<file path="src/rtl/regwrite_arbiter.sv">
// rtl/regwrite_arbiter.sv - round-robin arbiter draining ALU/load write FIFOs onto the register file write port
module regwrite_arbiter #(
    parameter int DEPTH = 2
) (
    input  logic        clk,
    input  logic        reset,
    input  logic        alu_valid,
    output logic        alu_ready,
    input  logic [4:0]  alu_reg,
    input  logic [63:0] alu_data,
    input  logic        mem_valid,
    output logic        mem_ready,
    input  logic [4:0]  mem_reg,
    input  logic [63:0] mem_data,
    output logic        RegWrite,
    output logic [4:0]  WriteRegister,
    output logic [63:0] WriteData,
    output logic [31:0] pending
);

    localparam int PW = (DEPTH > 1) ? $clog2(DEPTH) : 1;
    localparam int CW = PW + 1;
    localparam logic [CW-1:0] FULL = CW'(DEPTH);

    // Source index 0 is the ALU, 1 is the load path.
    typedef enum logic {
        SRC_ALU = 1'b0,
        SRC_MEM = 1'b1
    } src_e;

    logic [4:0]    q_reg  [2][DEPTH];
    logic [63:0]   q_data [2][DEPTH];
    logic [PW-1:0] wptr   [2];
    logic [PW-1:0] rptr   [2];
    logic [CW-1:0] cnt    [2];

    logic [4:0]    in_reg  [2];
    logic [63:0]   in_data [2];
    logic [1:0]    in_valid;
    logic [1:0]    rdy;
    logic [1:0]    push;
    logic [1:0]    pop;
    logic [1:0]    nonempty;

    src_e          last_grant;
    src_e          grant_src;
    logic          grant_any;
    logic [4:0]    head_reg;
    logic [63:0]   head_data;
    logic [PW-1:0] off;

    assign alu_ready = rdy[0];
    assign mem_ready = rdy[1];

    // Handshake qualification and round-robin choice between the two FIFO heads.
    always_comb begin
        in_valid   = {mem_valid, alu_valid};
        in_reg[0]  = alu_reg;
        in_reg[1]  = mem_reg;
        in_data[0] = alu_data;
        in_data[1] = mem_data;
        rdy        = '0;
        push       = '0;
        nonempty   = '0;
        for (int s = 0; s < 2; s++) begin
            // Ready looks only at the registered count, so a same-cycle pop never opens a slot.
            rdy[s]      = !reset && (cnt[s] < FULL);
            // X31 writes complete the handshake but are dropped here.
            push[s]     = in_valid[s] && rdy[s] && (in_reg[s] != 5'd31);
            nonempty[s] = (cnt[s] != '0);
        end
        grant_any = |nonempty;
        grant_src = SRC_ALU;
        if (nonempty[0] && nonempty[1]) begin
            grant_src = (last_grant == SRC_MEM) ? SRC_ALU : SRC_MEM;
        end else if (nonempty[1]) begin
            grant_src = SRC_MEM;
        end
        pop       = '0;
        pop[0]    = grant_any && (grant_src == SRC_ALU);
        pop[1]    = grant_any && (grant_src == SRC_MEM);
        head_reg  = q_reg[grant_src][rptr[grant_src]];
        head_data = q_data[grant_src][rptr[grant_src]];
    end

    // FIFO storage/pointers, grant history and the write-port output register.
    always_ff @(posedge clk) begin
        if (reset) begin
            for (int s = 0; s < 2; s++) begin
                wptr[s] <= '0;
                rptr[s] <= '0;
                cnt[s]  <= '0;
            end
            last_grant    <= SRC_MEM;
            RegWrite      <= 1'b0;
            WriteRegister <= '0;
            WriteData     <= '0;
        end else begin
            for (int s = 0; s < 2; s++) begin
                if (push[s]) begin
                    q_reg[s][wptr[s]]  <= in_reg[s];
                    q_data[s][wptr[s]] <= in_data[s];
                    wptr[s]            <= wptr[s] + PW'(1);
                end
                if (pop[s]) begin
                    rptr[s] <= rptr[s] + PW'(1);
                end
                if (push[s] && !pop[s]) begin
                    cnt[s] <= cnt[s] + CW'(1);
                end else if (!push[s] && pop[s]) begin
                    cnt[s] <= cnt[s] - CW'(1);
                end
            end
            RegWrite <= grant_any;
            if (grant_any) begin
                WriteRegister <= head_reg;
                WriteData     <= head_data;
                last_grant    <= grant_src;
            end
        end
    end

    // Pending bitmap: every occupied FIFO slot plus the write currently on the port.
    always_comb begin
        pending = '0;
        off     = '0;
        for (int s = 0; s < 2; s++) begin
            for (int i = 0; i < DEPTH; i++) begin
                off = PW'(i) - rptr[s];
                if ({1'b0, off} < cnt[s]) begin
                    pending[q_reg[s][i]] = 1'b1;
                end
            end
        end
        if (RegWrite) begin
            pending[WriteRegister] = 1'b1;
        end
        pending[31] = 1'b0;
    end

endmodule

</file>
<file path="config.mk">
export PLATFORM = sky130hd
export DESIGN_NAME = regwrite_arbiter
export DESIGN_NICKNAME = d
export VERILOG_FILES = /design/src/rtl/regwrite_arbiter.sv
export SDC_FILE = /design/constraint.sdc
export NUM_CORES = 1
export LEC_CHECK = 0
export BUFFER_PORTS_ARGS = -buffer_cell sky130_fd_sc_hd__buf_4
export CAP_MARGIN = 20
export CORE_MARGIN = 3
export CORE_UTILIZATION = 40
export CTS_CLUSTER_SIZE = 30
export DETAILED_ROUTE_END_ITERATION = 7
export GPL_TIMING_DRIVEN = 0
export HOLD_SLACK_MARGIN = 0.06
export PLACE_DENSITY = 0.59
export SLEW_MARGIN = 10
export SYNTH_ARGS = -nofsm -noshare
export SYNTH_HDL_FRONTEND = slang
export SYNTH_SLANG_ARGS = --single-unit
</file>
<file path="constraint.sdc">
create_clock -name clk -period 13.85 [get_ports clk]
set_input_delay 0.6925 -clock clk [delete_from_list [all_inputs] [get_ports clk]]
set_output_delay 0.6925 -clock clk [all_outputs]
set_load 0.01 [all_outputs]
</file>
==> reports/metrics.cfg, run 1 <==
[timing]
hold_violations=0
tightest_slew_ns=1.090
slew_viol_final=0
max_freq_mhz=271.3
fin_ws_ns=10.16
rsz0062_at_grt=false
setup_viol=0
min_period_ns=3.686
holdWs_ns=0.3153
clock_skew_ns=0.02467
slew_headroom_pct=26.79
fin_setup_tns_ns=0
min_period_over_period_pct=26.62

[logic_synthesis]
syn_inst=1117
dominantRegCellSynth=edfxtp_1
synth.cell_area_um2=15470
synth_top_area_share_pct=55.11
ys_warn_count=0
synth_area_per_cell_um2=13.85
synth-edff-count=284
ys_top_cells_by_count=edfxtp_1 (284), nand2_1 (85), a21oi_1 (74)
synth_seq_cells=355
ys_seq_area_share_pct=64.30
synth_top_area_cell=edfxtp_1
async_flop_share_pct=0
synth_fp_nets=1260
ys_top_cells_by_area=edfxtp_1 (55%), dfxtp_1 (9.2%), o211ai_2 (5.8%)
yosysMostFrequentCell=edfxtp_1
synth_cell_type_count=69

[cts]
ctsResizeCount=0
clock_sinks=355
clockBufferDepth=3
cts.reportedPaths.clkPinSlew_ns=0.06
htree_levels=2
cts_root_buf=clkbuf_16
tritoncts=built
ctsHoldBuffers=0
insertion_delay_ns=0.56
cts_buffers=40
cts_setup_buffers=0

[critical_path]
cpPeakStageDelay_ns=0.86
worst_ep_required_time_ns=13.16
start_kind=flip-flop
r2r_slack_ns=11.22
critical_path_class=flip-flop to output pin
crit_slowest_cell=nor3_1
crit_chain=buf_2 > a21oi_2 > nor3_1 > a22oi_1 > o2111ai_1 > buf_4
crit_buf_inv=2
arrival_ns=2.99
cpLargestDelayFamily=simple AND/OR/NAND/NOR gates
endpoint_kind=output pin
crit_path_max_fanout=10

[placement]
gp_congestion=0.9493
placed_area_um2=18170
port_buffers=244
dp_slack_ns=10.89
dp_hpwl_mm=30.38

[drt]
wl_met3_mm=3.365
wire_per_inst_um=22.66
via_per_inst=5.417
drt_iter0_drc=823
met2RoutedLength_mm=20.05
met1_length_mm=19.65
drc_errors=0
top_layer=met5
finalWirelength_mm=44.26
via_count=10580
ant_nets=0
dr.pass1.iters=5

[global_route]
grt_use_total_pct=21.16
grt_pass1_vias=10633
antenna_found_initial=4
grt_pass1_wl_mm=65.75
overflow=0
grt_max_degree=41

[power]
powerDensity_nw_per_um2=204.3
peakVddDrop_mv=0.1251
power.leakage_nw=7.140

[hold_path]
worstHoldPathType=primary input to flip-flop

[floorplanning]
die_h_um=202.7
initial_core_util_pct=40.79
die_w_um=202.7
placementRows=71
die-area_um2=41080
core_area_um2=37930
io_pins=246

[run]
drv_cap=0

[cells_and_area]
drive_gt1_share_pct=35.64
diodes=0
design_area_um2=19440
utilization_pct=51.26
largest_register_ffs=256
fin_nets=1554
area_growth_syn_to_layout_pct=25.67
n_fill_cell=3307

[run_status]
status=complete, no violations

[cell families (layout without fill, tap and decap cells)]
logic type                 Yosys count  count (layout)  synth area share [%]
buffers and inverters              105             430                 3.388
adders and majority gates            1               1               0.08085
AOI/OAI and AO/OA                  315             315                 15.79
other                                1               1               0.02423
xor gates and xnor gates             2               2                0.1132
muxes                              136             136                 9.339
DFF                                355             355                 64.30
and+or+nand+nor                    202             202                 6.962
[report_power, final]
part / switching (mW) / internal [mW]
clock network: 0.414 / 0.609
logic: 0.918 / 0.634
registers: 0.0794 / 1.32
[per-layer routing]
metal  up-vias  GRT usage [%]
met4         6          6.706
met2       392          33.00
met1      5162          29.30
li1       4938              -
met5         -              0
met3        82          5.259
[final cells by class]
class / instances / area (um2) / area share, %
buffer: 88 / 460.4 / 2.368
sequential: 355 / 9950 / 51.17
clock buffer: 57 / 1136 / 5.843
multi-input combinational: 657 / 5025 / 25.84
clock inverter: 16 / 141.4 / 0.7271
timing repair buffer: 252 / 2029 / 10.44
tap: 511 / 639.4 / 3.288
inverter: 17 / 63.81 / 0.3282
[metrics by stage]
step | instances | total power [mW]
after floorplan | 1117 | 2.415
after global placement | 1872 | 2.959
after detailed placement | 1880 | 2.984
after CTS | 1953 | 4.022
after global routing | 1953 | 4.194
final | 1953 | 3.972
[path summary, 6_finish.rpt]
path,cells past startpoint,start,to
worst max-delay path,6,rptr[0],pending[16]
worst min-delay path,1,alu_data[18],q_data[0][18]
worst max register to register,8,cnt[1][0],WriteRegister[4]
worst min register to register,2,WriteData[35],WriteData[35]
[cell usage in the layout, fill, tap and decap left out, types with 7 or more instances in the layout]
cell type / instances
buf_2: 25
clkbuf_16: 41
mux2_2: 67
nand3_1: 7
edfxtp_1: 284
dfxtp_1: 71
clkbuf_1: 55
buf_4: 248
nor3b_1: 10
mux2i_1: 69
buf_6: 11
nor2b_1: 7
o22ai_1: 17
nor2_1: 18
nand3b_1: 13
a221oi_1: 8
nor3_1: 10
a21oi_1: 74
o21ai_0: 71
inv_1: 16
nand2_1: 85
a22oi_1: 9
a211o_1: 10
o211ai_1: 13
o221ai_1: 9
o211ai_2: 72
(Power assumes the default switching activity.)
==> run 2, diff against run 1 <==
==> constraint.sdc (replaced) <==
create_clock -name clk -period 3.63 [get_ports clk]
set_input_delay 0.1815 -clock clk [delete_from_list [all_inputs] [get_ports clk]]
set_output_delay 0.1815 -clock clk [all_outputs]
set_load 0.01 [all_outputs]
==> run 2 against run 1 <==
Effect of this change:
- combinational power grew to 3.9 times the previous value
- global-route usage is 1.3 points higher
- design area is 7.3% higher
- sequential power grew to 3.8 times the previous value
- core utilization is 3.7 points higher
- register-to-register slack worse by 10 ns
- non-clock buffer count is 138 higher
- die area stayed put
- via count is 6.2% higher
- critical path depth stayed put
- flip-flop and latch count stayed put
- worst setup slack worse by 9.7 ns
- highest routed layer unchanged
==> reports/metrics.cfg, run 2 (synthesis results as in run 1) <==
[floorplanning]
die_h_um=202.7  ; unchanged
placementRows=71  ; unchanged
io_pins=246  ; unchanged
die-area_um2=41080  ; unchanged
die_w_um=202.7  ; unchanged
core_area_um2=37930  ; unchanged
initial_core_util_pct=40.79  ; unchanged

[drt]
drc_errors=0  ; unchanged
finalWirelength_mm=46.58  ; +5.3%
dr.pass1.iters=5  ; unchanged
ant_nets=0  ; unchanged
via_per_inst=5.370  ; -0.87%
via_count=11234  ; +6.2%
drt_iter0_drc=761  ; -7.5%
wire_per_inst_um=22.27  ; -1.7%

[timing]
min_period_ns=3.186
slew_headroom_pct=25.19  ; -1.6 points
slew_viol_final=0  ; unchanged
setup_viol=0  ; unchanged
tightest_slew_ns=1.114  ; +0.02377 ns
min_period_over_period_pct=87.77
fin_ws_ns=0.4438  ; -9.720 ns
rsz0062_at_grt=false
holdWs_ns=0.1357  ; -0.1796 ns
clock_skew_ns=0.01803  ; -0.006638 ns
max_freq_mhz=313.9
hold_violations=0  ; unchanged
fin_setup_tns_ns=0  ; unchanged

[cts]
clock_sinks=355  ; unchanged
insertion_delay_ns=0.56  ; about the same
tritoncts=built
ctsHoldBuffers=138  ; +138
ctsResizeCount=0  ; unchanged
cts_setup_buffers=0  ; unchanged
cts_root_buf=clkbuf_16
cts.reportedPaths.clkPinSlew_ns=0.06  ; about the same
htree_levels=2  ; unchanged
cts_buffers=39  ; -2.5%
clockBufferDepth=3  ; unchanged

[critical_path]
critical_path_class=flip-flop to output pin
endpoint_kind=output pin
crit_slowest_cell=nor3_1
start_kind=flip-flop
cpPeakStageDelay_ns=0.88  ; +0.02 ns
crit_chain=buf_2 > a21oi_2 > nor3_1 > a22oi_1 > o2111ai_1 > buf_4
startpoint=rptr[0]
r2r_start=cnt[1][1]
worst_ep_required_time_ns=3.45  ; -9.71 ns
cp_num_cells=6  ; unchanged
arrival_ns=3.00  ; about the same
crit_buf_inv=2  ; unchanged
r2r-end=WriteRegister[4]
cpLargestDelayFamily=simple AND/OR/NAND/NOR gates
r2r_cells=9  ; +1
r2r_slack_ns=1.01  ; -10.21 ns
crit_end=pending[16]
crit_path_max_fanout=10  ; unchanged

[placement]
gp_congestion=0.9444  ; -0.52%
dp_hpwl_mm=31.01  ; +2.1%
dp_slack_ns=1.038  ; -9.851 ns
placed_area_um2=18170  ; unchanged
port_buffers=244  ; unchanged

[cells_and_area]
n_fill_cell=3179  ; -3.9%
utilization_pct=55.00  ; +3.7 points
design_area_um2=20860  ; +7.3%
fin_nets=1691  ; +8.8%
final_cell_mix=edfxtp_1 (284), buf_4 (248), dlygate4sd3_1 (138), nand2_1 (85), a21oi_1 (74)
final_common_cell=edfxtp_1
area_growth_syn_to_layout_pct=34.83
drive_gt1_share_pct=32.62  ; -3.0 points
largest_register_ffs=256  ; unchanged

[power]
power.leakage_nw=7.737  ; +8.3%
peakVddDrop_mv=0.4721  ; +280%
powerDensity_nw_per_um2=740.9  ; +260%

[global_route]
grt_max_degree=42  ; +2.4%
grt_pass1_vias=11547  ; +8.6%
grt_use_total_pct=22.42  ; +1.3 points
antenna_found_initial=2  ; -2
grt_pass1_wl_mm=70.17  ; +6.7%
overflow=0  ; unchanged

[hold_path]
worstHoldPathType=primary input to flip-flop

[run_status]
status=complete, no violations

[run]
drv_cap=0  ; unchanged

run 2: metrics by stage:
step                      cells  power [mW]
after floorplan            1117       9.207
after global placement     1872       11.32
after detailed placement   1880       11.42
after CTS                  2090       15.60
after global routing       2091       16.27
final                      2092       15.46
run 2: cell type report:
cell class / instances / area [um2] / area share (%)
sequential: 355 / 9950 / 47.69
multi-input combinational: 657 / 5025 / 24.08
timing repair buffer: 390 / 3411 / 16.35
clock buffer: 54 / 1104 / 5.289
tap: 511 / 639.4 / 3.064
buffer: 88 / 460.4 / 2.207
clock inverter: 18 / 206.4 / 0.9895
inverter: 17 / 63.81 / 0.3058
antenna: 2 / 5.005 / 0.02399
run 2: power by group:
group / internal (mW) / switching (mW) / total (mW) / leakage (nW)
clock network: 2.42 / 1.60 / 4.01 / 0.643
registers: 5.03 / 0.297 / 5.33 / 3.19
logic: 2.52 / 3.60 / 6.12 / 3.90
run 2: metal layers:
layer	vias to the layer above	global-route usage (%)	share of wire, %
met1	5514	30.40	44
li1	5218	-	-
met3	77	5.740	7.6
met2	423	36.04	47
met5	-	0	0.015
met4	2	6.137	2.3
run 2: worst min path at each step:
stage                 start            end  cells past startpoint
6_report              reset      cnt[0][0]                      4
5_1_grt               reset      cnt[0][0]                      4
4_1_cts               reset      cnt[0][0]                      4
3_5_place_dp   alu_data[18]  q_data[0][18]                      1
3_3_place_gp   alu_data[22]  q_data[0][86]                      1
2_1_floorplan   alu_data[0]   q_data[0][0]                      0
run 2: tightest hold or removal path, stage by stage:
cell	delay, ns
buf_4	0.11
a211oi_2	0.06
nand3b_1	0.08
o31ai_1	0.07
